### src/rtl/status_fifo.sv
// Single-clock byte FIFO with registered full/empty/count flags and registered read data.
// Define STATUS_FIFO_ERR_EN to enable the sticky overflow/underflow error flags.
module status_fifo #(
    parameter int DATA_W = 8,
    parameter int DEPTH  = 16,
    parameter int ADDR_W = $clog2(DEPTH)
) (
    input  logic              clk,
    input  logic              rst,
    input  logic              wr_en,
    input  logic [DATA_W-1:0] wr_data,
    input  logic              rd_en,
    output logic [DATA_W-1:0] rd_data,
    output logic              rd_valid,
    output logic              full,
    output logic              empty,
    output logic [ADDR_W:0]   count,
    input  logic              err_clr,
    output logic              overflow,
    output logic              underflow
);

    logic [DATA_W-1:0] mem_q [DEPTH];

    logic [ADDR_W:0]   wr_ptr_q, wr_ptr_d;
    logic [ADDR_W:0]   rd_ptr_q, rd_ptr_d;
    logic [ADDR_W:0]   count_q, count_d;
    logic              full_q, full_d;
    logic              empty_q, empty_d;
    logic [DATA_W-1:0] rd_data_q, rd_data_d;
    logic              rd_valid_q, rd_valid_d;

    logic              rd_ok;
    logic              wr_ok;

    // Accept decisions use only registered flags, so a write into a full FIFO
    // is allowed exactly when it is paired with an accepted read.
    always_comb begin
        rd_ok      = rd_en & ~empty_q;
        wr_ok      = wr_en & (~full_q | rd_ok);

        wr_ptr_d   = wr_ptr_q + (ADDR_W+1)'(wr_ok);
        rd_ptr_d   = rd_ptr_q + (ADDR_W+1)'(rd_ok);

        count_d    = count_q;
        case ({wr_ok, rd_ok})
            2'b10:   count_d = count_q + 1'b1;
            2'b01:   count_d = count_q - 1'b1;
            default: count_d = count_q;
        endcase

        full_d     = (count_d == (ADDR_W+1)'(DEPTH));
        empty_d    = (count_d == '0);

        rd_valid_d = rd_ok;
        rd_data_d  = rd_ok ? mem_q[rd_ptr_q[ADDR_W-1:0]] : rd_data_q;
    end

    always_ff @(posedge clk or negedge rst) begin
        if (!rst) begin
            wr_ptr_q   <= '0;
            rd_ptr_q   <= '0;
            count_q    <= '0;
            full_q     <= 1'b0;
            empty_q    <= 1'b1;
            rd_data_q  <= '0;
            rd_valid_q <= 1'b0;
        end else begin
            wr_ptr_q   <= wr_ptr_d;
            rd_ptr_q   <= rd_ptr_d;
            count_q    <= count_d;
            full_q     <= full_d;
            empty_q    <= empty_d;
            rd_data_q  <= rd_data_d;
            rd_valid_q <= rd_valid_d;
        end
    end

    // Storage is deliberately not reset; the pointers alone define validity.
    always_ff @(posedge clk) begin
        if (wr_ok) begin
            mem_q[wr_ptr_q[ADDR_W-1:0]] <= wr_data;
        end
    end

    assign rd_data  = rd_data_q;
    assign rd_valid = rd_valid_q;
    assign full     = full_q;
    assign empty    = empty_q;
    assign count    = count_q;

`ifdef STATUS_FIFO_ERR_EN
    logic overflow_q, overflow_d;
    logic underflow_q, underflow_d;

    // A new error event in the same cycle as err_clr keeps the flag set.
    always_comb begin
        overflow_d  = (wr_en & ~wr_ok) | (overflow_q & ~err_clr);
        underflow_d = (rd_en & empty_q) | (underflow_q & ~err_clr);
    end

    always_ff @(posedge clk or negedge rst) begin
        if (!rst) begin
            overflow_q  <= 1'b0;
            underflow_q <= 1'b0;
        end else begin
            overflow_q  <= overflow_d;
            underflow_q <= underflow_d;
        end
    end

    assign overflow  = overflow_q;
    assign underflow = underflow_q;
`else
    logic unused_err_clr;

    assign unused_err_clr = err_clr;
    assign overflow       = 1'b0;
    assign underflow      = 1'b0;
`endif

endmodule

### config.mk
export PLATFORM = sky130hd
export DESIGN_NAME = status_fifo
export DESIGN_NICKNAME = d
export VERILOG_FILES = /design/src/rtl/status_fifo.sv
export SDC_FILE = /design/constraint.sdc
export NUM_CORES = 1
export LEC_CHECK = 0
export BUFFER_PORTS_ARGS = -buffer_cell sky130_fd_sc_hd__buf_4
export CAP_MARGIN = 20
export CORE_AREA = 2 2 160 162
export CTS_CLUSTER_DIAMETER = 50
export DETAILED_ROUTE_END_ITERATION = 10
export DIE_AREA = 0 0 162 164
export HOLD_SLACK_MARGIN = 0.06
export MAX_ROUTING_LAYER = met4
export SLEW_MARGIN = 20
export SYNTH_ARGS = -nofsm -noshare
export SYNTH_HDL_FRONTEND = slang
export SYNTH_SLANG_ARGS = --single-unit
### constraint.sdc
create_clock -name clk -period 4 [get_ports clk]
set_input_delay 0.2 -clock clk [delete_from_list [all_inputs] [get_ports clk]]
set_output_delay 0.2 -clock clk [all_outputs]
set_load 0.05 [all_outputs]
# Yosys cells after proc, flatten, opt, wreduce, memory -nomap -nowiden
# Memories as Yosys holds them, arrays and structs flattened. A register that Yosys moved wholly into a read port is not among the register bits.
# Index checks and enable logic that the tools add are counted.
[word_totals]
register_bits = 18
ram_bits = 128
in_bits = 13
output_inout_bits = 18
memories = 1
[classes]
add_sub_neg = 4
n_eq_ne = 3
mux = 3
bitwise_logic = 5
reduce_logical = 2
[memory_table]
columns = ["name", "words", "width", "read_ports", "rd_clocked_by_memory_dff", "wr", "line", "rtl"]
rows = [
  ["mem_q", 16, 8, 1, 1, 1, "23", "logic [DATA_W-1:0] mem_q [DEPTH];"],
]
[op_table]
columns = ["cell", "n"]
rows = [
  ["$add 5x1->5", 2],
  ["$pmux 5 s2", 1],
  ["$add 5x1->5 const B", 1],
  ["$eq 5x5->1 const B", 1],
  ["$logic_not 5->1", 1],
  ["$sub 5x1->5 const B", 1],
  ["$and 1x1->1", 2],
  ["$eq 2x1->1 const B", 1],
  ["$eq 2x2->1 const B", 1],
  ["$mux 1", 2],
  ["$not 1->1", 2],
  ["$logic_not 1->1", 1],
  ["$or 1x1->1", 1],
]

# Longest topological paths before layout
# Gate-level depths: netlist of the first run.
[logic_depth]
word_depth = 7
ltp_mapped = 13

# Least setup slack after synthesis of the first run
# No wires, ideal clock.
[synth_path]
path_kind = "register to register"
from = "register empty_q (netlist: empty)"
to = "register full_q (netlist: full)"
t_arrival_ps = 2838
required_ps = 3912
path_slack_ps = 1074
path_stages_with_launch = 14
n_path_buf = 2
period_less_slack_ps = 2926
cell_sequence = "dfstp_2 nand2b_1 clkbuf_1 nand2_1 nand2_1 ha_1 clkbuf_1 xor2_1 ha_1 o21ai_0 a221oi_1 o211ai_1 xnor2_1 nor3b_1"
[synth_between]
elab_chain_cells = 7
elab_cells_between_ends = 8
[synth_lines]
columns = ["item", "line", "rtl"]
rows = [
  ["start, declared", "29", "logic empty_q, empty_d;"],
  ["start signal, assigned", "73", "empty_q <= empty_d;"],
  ["$not 1->1 *", "39", "rd_ok = rd_en & ~empty_q;"],
  ["$and 1x1->1 *", "39", ""],
  ["$or 1x1->1", "40", "wr_ok = wr_en & (~full_q | rd_ok);"],
  ["$and 1x1->1", "40", ""],
  ["$eq 2x1->1 / $eq 2x2->1 (equally long branches)", "46", "case ({wr_ok, rd_ok})"],
  ["$pmux 5 s2 *", "46", ""],
  ["via count_d[4]", "27", "logic [ADDR_W:0] count_q, count_d;"],
  ["$eq 5x5->1 *", "52", "full_d = (count_d == (ADDR_W+1)'(DEPTH));"],
  ["via full_d", "28", "logic full_q, full_d;"],
  ["end signal, assigned", "72", "full_q <= full_d;"],
  ["end, declared", "28", ""],
]
# The timed path passes the listed nets; every way through them passes the cells marked *.

# Final worst setup path of the first run
# Same ends and word-level chain as after synthesis.

==> results of run 1 <==
[worst max-delay path: cells and delay by family, from the launching register on]
| family | cells | cell delay [ns] |
|---|---|---|
| flip-flops | 1 | 0.52 |
| AND/OR/NAND/NOR | 4 | 1.03 |
| XOR/XNOR | 2 | 0.41 |
| AO/OA/AOI/OAI | 3 | 0.48 |
| adder cells (fa/ha/maj) | 2 | 0.61 |
[final timing paths]
check / endpoint / cells past startpoint / startpoint
min: mem_q[12][3]$_DFFE_PP_ / 1 / wr_data[3]
max reg2reg: full$_DFF_PN0_ / 11 / empty$_DFF_PN1_
max: full$_DFF_PN0_ / 11 / empty$_DFF_PN1_
min in group asynchronous: count[4]$_DFF_PN0_ / 2 / rst
max in group asynchronous: empty$_DFF_PN1_ / 2 / rst
min reg2reg: rd_data[7]$_DFFE_PN0P_ / 1 / rd_data[7]$_DFFE_PN0P_
[layout make-up]
type                    count  area [um^2]
clock buffers              18          429
inverters                   2         7.51
fillers                  2429        17500
clock inverters            14          170
flip-flops and latches    152         4450
well taps                 330          413
repair buffers             35          265
multi-input cells         140         1560
[cells in the mapped netlist, types with 2 or more instances]
cell type / count
nor2b_1: 3
nor3b_1: 2
inv_1: 2
buf_12: 2
nand3_1: 4
buf_4: 2
dfrtp_1: 23
edfxtp_1: 128
mux2i_1: 8
mux2_2: 9
buf_1: 2
nand3b_1: 2
a21oi_1: 2
and2_1: 2
ha_1: 7
mux4_1: 14
nand2_1: 5
o21ai_0: 2
mux4_2: 18
clkbuf_1: 14
nand2b_1: 4
nor3_1: 14
xor2_1: 4
nor2_1: 15
xnor2_1: 5
a221o_1: 8
[through the flow]
step	power (uW)	hold slack (ns)	worst slack, ns
after floorplan	3440	-0.0956	1.07
after global placement	3860	0.121	0.981
after detailed placement	3900	0.129	0.865
after CTS	5530	0.102	0.847
after global routing	5720	0.109	0.505
final	5470	0.119	0.866
[cell families (layout without fill, tap and decap cells)]
logic type / count (synthesis) / after routing / synth area share (%)
buffers and inverters: 24 / 69 / 2.26
other: 1 / 2 / 0.0611
muxes: 49 / 49 / 15.5
and+or+nand+nor: 54 / 54 / 4.50
xor gates and xnor gates: 9 / 9 / 1.28
AOI/OAI and AO/OA: 19 / 19 / 2.55
DFF: 152 / 152 / 72.4
adders and majority gates: 7 / 7 / 1.43
[repair_timing]
| action | 4_1_cts | 5_1_grt |
|---|---|---|
| hold endpoints to repair | 24 | 0 |
| gates resized for setup | 0 | 0 |
| setup endpoints to repair | 0 | 0 |
| hold buffers | 1 | 0 |
[state kept, by name, summed over array words and instances (netlist names)]
signal / flops
rd_data: 8
full: 1
count: 5
rd_valid: 1
mem_q: 128
wr_ptr_q: 4
rd_ptr_q: 4
empty: 1
[report_power, final]
| part | switching, uW | internal [uW] | total [uW] | leakage [uW] |
|---|---|---|---|---|
| combinational | 902 | 724 | 1630 | 0.000746 |
| clock | 631 | 986 | 1620 | 0.000292 |
| sequential | 253 | 1980 | 2230 | 0.00144 |
| total | 1790 | 3690 | 5470 | 0.00248 |
[metal layers]
metal	track usage, %	part of all wire (%)	routed length (um)	up-vias
li1	-	-	-	1344
met1	12.9	48	5720	1538
met2	14.3	46	5470	72
met3	3.18	5.7	685	8
met4	2.78	0.79	94	0
met5	-	0	0	-
==> impl_metrics.env, run 1 <==
export IMPL_cp_arrival_ns=3.47
export IMPL_synth_top_area_share_pct=62.6
export IMPL_synth_seq_area_share_pct=72.4
export IMPL_end_kind="flip-flop"
export IMPL_max_stage_delay_ns=0.52
export IMPL_netlist_instances=315
export IMPL_hold_class="input port to flip-flop"
export IMPL_wl_per_cell_um=17.3
export IMPL_finalNetCount=368
export IMPL_drive_above_1_share_pct=25.5
export IMPL_clock_sinks=152
export IMPL_hold_violations=0
export IMPL_drc_errors=0
export IMPL_synth_warnings=0
export IMPL_grt_max_degree=35
export IMPL_max_slew_margin_pct=34.9
export IMPL_rows=58
export IMPL_antenna_found_initial=0
export IMPL_worst_ep_required_time_ns=4.33
export IMPL_numCtsBuffers=17
export IMPL_grt_pass1_wl_mm=18.1
export IMPL_routabilityCongestion=0.784
export IMPL_peakVddDrop_mv=0.374
export IMPL_yosysTopAreaCell="edfxtp_1"
export IMPL_cp_max_fo=18
export IMPL_cp_cell_sequence="nand2b_1 > nand2_1 > nand2_1 > ha_1 > xor2_1 > ha_1 > o21ai_0 > a221oi_1 > o211ai_1 > xnor2_1 > nor3b_1"
export IMPL_mostFrequentLayoutCells="128 x edfxtp_1, 34 x buf_4, 22 x dfrtp_1"
export IMPL_initial_utilization_pct=24.7
export IMPL_vias_per_cell=4.29
export IMPL_die_h_um=164
export IMPL_dpl_cell_area_mm2=0.00668
export IMPL_areaGrowthSynthToFinish_pct=18.7
export IMPL_clkLatencyLatePin_ns=0.42
export IMPL_finalClockSkew_ns=0.0111
export IMPL_syn_cell_area_mm2=0.00614
export IMPL_portBuffers=27
export IMPL_fin_cells=691
export IMPL_die_area_mm2=0.0266
export IMPL_synth_edf_count=128
export IMPL_dr_pass1_iters=4
export IMPL_layout_commonest_cell="edfxtp_1"
export IMPL_cts_root_buf="clkbuf_16"
export IMPL_grt_setup_unrepaired="false"
export IMPL_cts_tree="done"
export IMPL_grt_pass1_vias=3018
export IMPL_synth_area_leaders="edfxtp_1 63%, dfrtp_1 9.4%, mux4_2 6.6%"
export IMPL_chipWidth_um=162
export IMPL_utilization_pct=29.4
export IMPL_status="finished clean"
export IMPL_vias=2962
export IMPL_cts_buffer_depth=2
export IMPL_setup_viol=0
export IMPL_grt_ovfl_total=0
export IMPL_fin_crit_ns=3.13
export IMPL_reg2reg_slack_ns=0.87
export IMPL_tns_ns=0
export IMPL_gr_usage_all_layers_pct=9.73
export IMPL_ys_ff_latch=152
export IMPL_power_leakage_uw=0.00248
export IMPL_dp_cells=658
export IMPL_period_share_pct=78.3
export IMPL_powerDensity_mw_per_mm2=750
export IMPL_initialDrtViolationCount=393
export IMPL_routed_wirelength_mm=12.0
export IMPL_design_area_mm2=0.00729
export IMPL_cp_slowest_cell="dfstp_2"
export IMPL_synthFlopType="edfxtp_1"
export IMPL_core_area_mm2=0.0248
export IMPL_worstMarginPinSlew_ns=0.976
export IMPL_cts_setup_buffers=0
export IMPL_dp_hpwl_mm=7.70
export IMPL_antenna_left=0
export IMPL_critical_path_class="flip-flop to flip-flop"
export IMPL_avgSynthCellArea_um2=19.5
export IMPL_antenna_cells=0
export IMPL_yosysUniqueCellTypes=40
export IMPL_cts_max_level=4
export IMPL_async_flop_share_pct=15.8
export IMPL_drv_cap=0
export IMPL_io_pins=31
export IMPL_fmax_ghz=0.319
export IMPL_finalMaxSlewViolations=0
export IMPL_start_kind="flip-flop"
export IMPL_path_clk_slew_ns=0.06
No activity file was read; power rests on OpenSTA's default activity.
==> run 2: changes to the inputs <==
==> constraint.sdc (replaced) <==
create_clock -name clk -period 3.2 [get_ports clk]
set_input_delay 0.16 -clock clk [delete_from_list [all_inputs] [get_ports clk]]
set_output_delay 0.16 -clock clk [all_outputs]
set_load 0.05 [all_outputs]
==> run 2 against run 1 <==
  * Cell count rose by 0.14%
  * Via count down 0.81%
  * Global-route usage rose by 0.17 points
  * Highest routed layer unchanged
==> impl_metrics.env, run 2 (synthesized netlist as in run 1, its figures left out) <==
export IMPL_initial_utilization_pct=24.7
export IMPL_layout_commonest_cell="edfxtp_1"
export IMPL_peakVddDrop_mv=0.481
export IMPL_finalClockSkew_ns=0.00935
export IMPL_gr_usage_all_layers_pct=9.90
export IMPL_grt_max_degree=35
export IMPL_path_clk_slew_ns=0.06
export IMPL_tns_ns=0
export IMPL_io_pins=31
export IMPL_dr_pass1_iters=4
export IMPL_cts_setup_buffers=0
export IMPL_vias_per_cell=4.25
export IMPL_die_h_um=164
export IMPL_chipWidth_um=162
export IMPL_fin_crit_ns=2.82
export IMPL_cp_max_fo=17
export IMPL_mostFrequentLayoutCells="128 x edfxtp_1, 35 x buf_4, 22 x dfrtp_1"
export IMPL_cts_max_level=4
export IMPL_cts_root_buf="clkbuf_16"
export IMPL_areaGrowthSynthToFinish_pct=19.3
export IMPL_start_kind="flip-flop"
export IMPL_drc_errors=0
export IMPL_timing_rr_start="empty$_DFF_PN1_"
export IMPL_timing_rr_end="full$_DFF_PN0_"
export IMPL_rows=58
export IMPL_numCtsBuffers=17
export IMPL_cp_top_family="adder cells"
export IMPL_hold_ws_ns=0.0763
export IMPL_hold_class="input port to flip-flop"
export IMPL_drv_cap=0
export IMPL_finalMaxSlewViolations=0
export IMPL_worstHoldPathCells=1
export IMPL_grt_pass1_vias=3014
export IMPL_clock_sinks=152
export IMPL_cp_slowest_cell="dfstp_2"
export IMPL_cts_buffer_depth=2
export IMPL_antenna_cells=0
export IMPL_hold_violations=0
export IMPL_clkLatencyLatePin_ns=0.42
export IMPL_worst_ep_required_time_ns=3.54
export IMPL_wl_per_cell_um=17.1
export IMPL_max_slew_margin_pct=40.0
export IMPL_worstMarginPinSlew_ns=0.900
export IMPL_period_share_pct=88.3
export IMPL_status="finished clean"
export IMPL_cp_common_cell="ha_1"
export IMPL_routed_wirelength_mm=11.9
export IMPL_setup_viol=0
export IMPL_largest_register_ffs=128
export IMPL_rr_worst_depth=11
export IMPL_grt_setup_unrepaired="false"
export IMPL_die_area_mm2=0.0266
export IMPL_hp_start="wr_data[2]"
export IMPL_cts_tree="done"
export IMPL_critical_path_class="flip-flop to flip-flop"
export IMPL_n_fill_cell=2451
export IMPL_routabilityCongestion=0.760
export IMPL_finalNetCount=369
export IMPL_initialDrtViolationCount=312
export IMPL_crit_buf_inv=2
export IMPL_portBuffers=27
export IMPL_dp_hpwl_mm=7.67
export IMPL_grt_pass1_wl_mm=18.2
export IMPL_antenna_left=0
export IMPL_cp_arrival_ns=3.16
export IMPL_max_stage_delay_ns=0.53
export IMPL_end_kind="flip-flop"
export IMPL_core_area_mm2=0.0248
export IMPL_powerDensity_mw_per_mm2=942
export IMPL_fmax_ghz=0.354
export IMPL_antenna_found_initial=0
export IMPL_cp_cell_sequence="nand2b_1 > buf_4 > inv_1 > ha_1 > xor2_1 > ha_1 > o21ai_0 > a221oi_1 > o211ai_1 > xnor2_1 > nor3b_1"
export IMPL_min_to="mem_q[6][2]$_DFFE_PP_"
export IMPL_grt_ovfl_total=0
export IMPL_vias=2938
export IMPL_reg2reg_slack_ns=0.38
export IMPL_power_leakage_uw=0.00249
export IMPL_drive_above_1_share_pct=25.7
[run 2: how the worst max path moves through the flow]
stage                     from              to  depth (start not counted)
2_1_floorplan  empty$_DFF_PN1_  full$_DFF_PN0_                         13
3_3_place_gp   empty$_DFF_PN1_  full$_DFF_PN0_                         11
3_5_place_dp   empty$_DFF_PN1_  full$_DFF_PN0_                         11
4_1_cts        empty$_DFF_PN1_  full$_DFF_PN0_                         11
5_1_grt        empty$_DFF_PN1_  full$_DFF_PN0_                         11
6_report       empty$_DFF_PN1_  full$_DFF_PN0_                         11
[run 2: routing by layer]
metal | routed length, um | vias up | GRT usage [%]
li1 | - | 1349 | -
met1 | 5430 | 1503 | 12.9
met2 | 5490 | 78 | 14.4
met3 | 835 | 8 | 3.84
met4 | 110 | 0 | 2.74
met5 | 0 | - | -
[run 2: what timing repair did]
| action | in CTS | in global routing |
|---|---|---|
| hold endpoints to repair | 24 | 0 |
| setup endpoints to repair | 0 | 0 |
| hold buffers | 1 | 0 |
| gates resized for setup | 0 | 0 |
[run 2: stage by stage]
| stage | instances | power (uW) | utilization [%] | worst slack (ns) | instance area, um^2 |
|---|---|---|---|---|---|
| 2_1_floorplan | 316 | 4300 | - | 0.274 | 6150 |
| 3_3_place_gp | 659 | 4830 | 27.0 | 0.511 | 6690 |
| 3_5_place_dp | 659 | 4880 | 27.0 | 0.341 | 6690 |
| 4_1_cts | 692 | 6990 | 29.5 | 0.318 | 7330 |
| 5_1_grt | 692 | 7240 | 29.5 | 0.00362 | 7330 |
| 6_report | 692 | 6900 | 29.5 | 0.376 | 7330 |
[run 2: final cells by class]
cell class,count,area [um^2],share of cell area [%]
timing repair buffer,36,273,3.72
inverter,2,7.51,0.102
multi-input combinational,140,1560,21.3
tap,330,413,5.64
sequential,152,4450,60.7
clock buffer,18,429,5.86
clock inverter,14,196,2.68
[run 2: power by group]
group	total (uW)	internal [uW]	switching (uW)
combinational	2030	907	1120
sequential	2790	2470	316
clock	2090	1310	778
==> run 3: changes to the inputs <==
--- a/config.mk
+++ b/config.mk
@@ -7,12 +7,15 @@
 export LEC_CHECK = 0
 export BUFFER_PORTS_ARGS = -buffer_cell sky130_fd_sc_hd__buf_4
 export CAP_MARGIN = 20
+export CELL_PAD_IN_SITES_DETAIL_PLACEMENT = 0
+export CELL_PAD_IN_SITES_GLOBAL_PLACEMENT = 1
 export CORE_AREA = 2 2 160 162
 export CTS_CLUSTER_DIAMETER = 50
 export DETAILED_ROUTE_END_ITERATION = 10
 export DIE_AREA = 0 0 162 164
 export HOLD_SLACK_MARGIN = 0.06
 export MAX_ROUTING_LAYER = met4
+export PLACE_DENSITY_LB_ADDON = 0.1
 export SLEW_MARGIN = 20
 export SYNTH_ARGS = -nofsm -noshare
 export SYNTH_HDL_FRONTEND = slang
==> run 3 against run 2 <==
  * Via count increased by 2.7%
  * Maximum frequency decreased by 0.77%
  * Non-clock buffer count increased by 16
  * Cell count grew 2.2%
  * Worst setup slack worse by 0.022 ns
  * Combinational power rose by 7%
  * Critical path depth unchanged
  * Global-route usage rose by 1.3 points
  * Clock power decreased by 6%
  * Worst hold slack lost 0.011 ns
  * Total power decreased by 1.0%
  * Utilization rose by 0.38 points
  * Largest cell class unchanged
  * Highest routed layer unchanged
==> impl_metrics.env, run 3 (synthesized netlist as in run 1, its figures left out) <==
export IMPL_cts_max_level=4
export IMPL_utilization_pct=29.9
export IMPL_cp_cell_sequence="nand2b_1 > buf_4 > inv_1 > ha_1 > xor2_1 > ha_1 > o21ai_0 > a221oi_1 > o211ai_1 > xnor2_1 > nor3b_1"
export IMPL_end_kind="flip-flop"
export IMPL_grt_pass1_wl_mm=20.0
export IMPL_largest_register_ffs=128
export IMPL_antenna_found_initial=0
export IMPL_max_slew_margin_pct=62.9
export IMPL_clkLatencyLatePin_ns=0.42
export IMPL_fmax_ghz=0.351
export IMPL_worstMarginPinSlew_ns=0.557
export IMPL_initialDrtViolationCount=162
export IMPL_peakVddDrop_mv=0.370
export IMPL_chipWidth_um=162
export IMPL_crit_end="full$_DFF_PN0_"
export IMPL_timing_rr_start="empty$_DFF_PN1_"
export IMPL_critical_path_class="flip-flop to flip-flop"
export IMPL_grt_setup_unrepaired="false"
export IMPL_period_share_pct=89.0
export IMPL_worst_ep_required_time_ns=3.52
export IMPL_clock_sinks=152
export IMPL_powerDensity_mw_per_mm2=920
export IMPL_finalClockSkew_ns=0.00871
export IMPL_core_area_mm2=0.0248
export IMPL_die_h_um=164
export IMPL_cts_tree="done"
export IMPL_hold_violations=0
export IMPL_dp_hpwl_mm=8.42
export IMPL_drv_cap=0
export IMPL_fin_crit_ns=2.85
export IMPL_gr_usage_all_layers_pct=11.2
export IMPL_finalNetCount=385
export IMPL_vias_per_cell=4.27
export IMPL_numCtsBuffers=17
export IMPL_drive_above_1_share_pct=28.4
export IMPL_antenna_left=0
export IMPL_dr_pass1_iters=6
export IMPL_pre_cts_slack_ns=0.355
export IMPL_grt_ovfl_total=0
export IMPL_portBuffers=27
export IMPL_postCtsResizedCells=0
export IMPL_rows=58
export IMPL_cp_arrival_ns=3.17
export IMPL_io_pins=31
export IMPL_setup_viol=0
export IMPL_timing_final_ws_setup_ns=0.354
export IMPL_antenna_cells=0
export IMPL_grt_pass1_vias=3146
export IMPL_routabilityCongestion=0.687
export IMPL_timing_rr_end="full$_DFF_PN0_"
export IMPL_drc_errors=0
export IMPL_cts_root_buf="clkbuf_16"
export IMPL_cp_common_cell="ha_1"
export IMPL_power_leakage_uw=0.00256
export IMPL_routed_wirelength_mm=13.6
export IMPL_cp_max_fo=17
export IMPL_vias=3017
export IMPL_design_area_mm2=0.00742
export IMPL_cp_slowest_cell="dfstp_2"
export IMPL_reg2reg_slack_ns=0.35
export IMPL_cts_buffer_depth=2
export IMPL_hold_ws_ns=0.0651
export IMPL_rr_worst_depth=11
export IMPL_finalMaxSlewViolations=0
export IMPL_path_clk_slew_ns=0.07
export IMPL_crit_start="empty$_DFF_PN1_"
export IMPL_dpl_cell_area_mm2=0.00679
export IMPL_initial_utilization_pct=24.7
export IMPL_wl_per_cell_um=19.2
export IMPL_layout_commonest_cell="edfxtp_1"
export IMPL_areaGrowthSynthToFinish_pct=20.8
export IMPL_die_area_mm2=0.0266
export IMPL_status="finished clean"
export IMPL_cts_setup_buffers=0
export IMPL_start_kind="flip-flop"
export IMPL_grt_max_degree=35
export IMPL_hold_class="input port to flip-flop"
export IMPL_max_stage_delay_ns=0.53
export IMPL_tns_ns=0
export IMPL_ctsHoldBuffers=5
export IMPL_mostFrequentLayoutCells="128 x edfxtp_1, 46 x buf_4, 22 x dfrtp_1"
==> run 3: report_power, final <==
part	total [uW]	switching (uW)	internal (uW)
clock	1960	860	1100
sequential	2680	216	2470
combinational	2180	1240	946
==> run 3: how the worst min path moves through the flow <==
stage	start	endpoint	slack, ns	cells after the start
CTS	wr_data[5]	mem_q[1][5]$_DFFE_PP_	0.06	1
floorplan	rst	count[0]$_DFF_PN0_	-0.14	0
global placement	rst	count[3]$_DFF_PN0_	0.1	1
detailed placement	rst	count[3]$_DFF_PN0_	0.10	1
finish	wr_data[7]	mem_q[0][7]$_DFFE_PP_	0.07	1
global route	wr_data[5]	mem_q[1][5]$_DFFE_PP_	0.06	1
==> run 3: metrics by stage <==
stage | total power (uW) | std cells
final | 6830 | 707
after global routing | 7200 | 707
after CTS | 6970 | 707
after detailed placement | 4970 | 671
after global placement | 4980 | 671
after floorplan | 4300 | 316
==> run 3: layer usage <==
metal,GRT usage (%),up-vias,part of all wire (%)
met3,3.16,5,2.2
li1,-,1373,-
met1,13.1,1597,45
met4,3.38,0,1.1
met5,-,-,0
met2,18.7,42,52
==> run 3: area by class of cell <==
| class | count | area [um^2] |
|---|---|---|
| Fill cell | 2457 | 17400 |
| Tap cell | 330 | 413 |
| Inverter | 2 | 7.51 |
| Sequential cell | 152 | 4450 |
| Clock buffer | 17 | 425 |
| Timing Repair Buffer | 52 | 415 |
| Clock inverter | 14 | 153 |
| Multi-Input combinational cell | 140 | 1560 |
==> run 3: critical path, delay by kind of cell, from the launching register on <==
kind	cells	cell delay, ns
xor+xnor	2	0.43
buf+inv	2	0.39
compound gates	3	0.51
fa+ha+maj	2	0.57
simple gates	2	0.33
flops	1	0.53
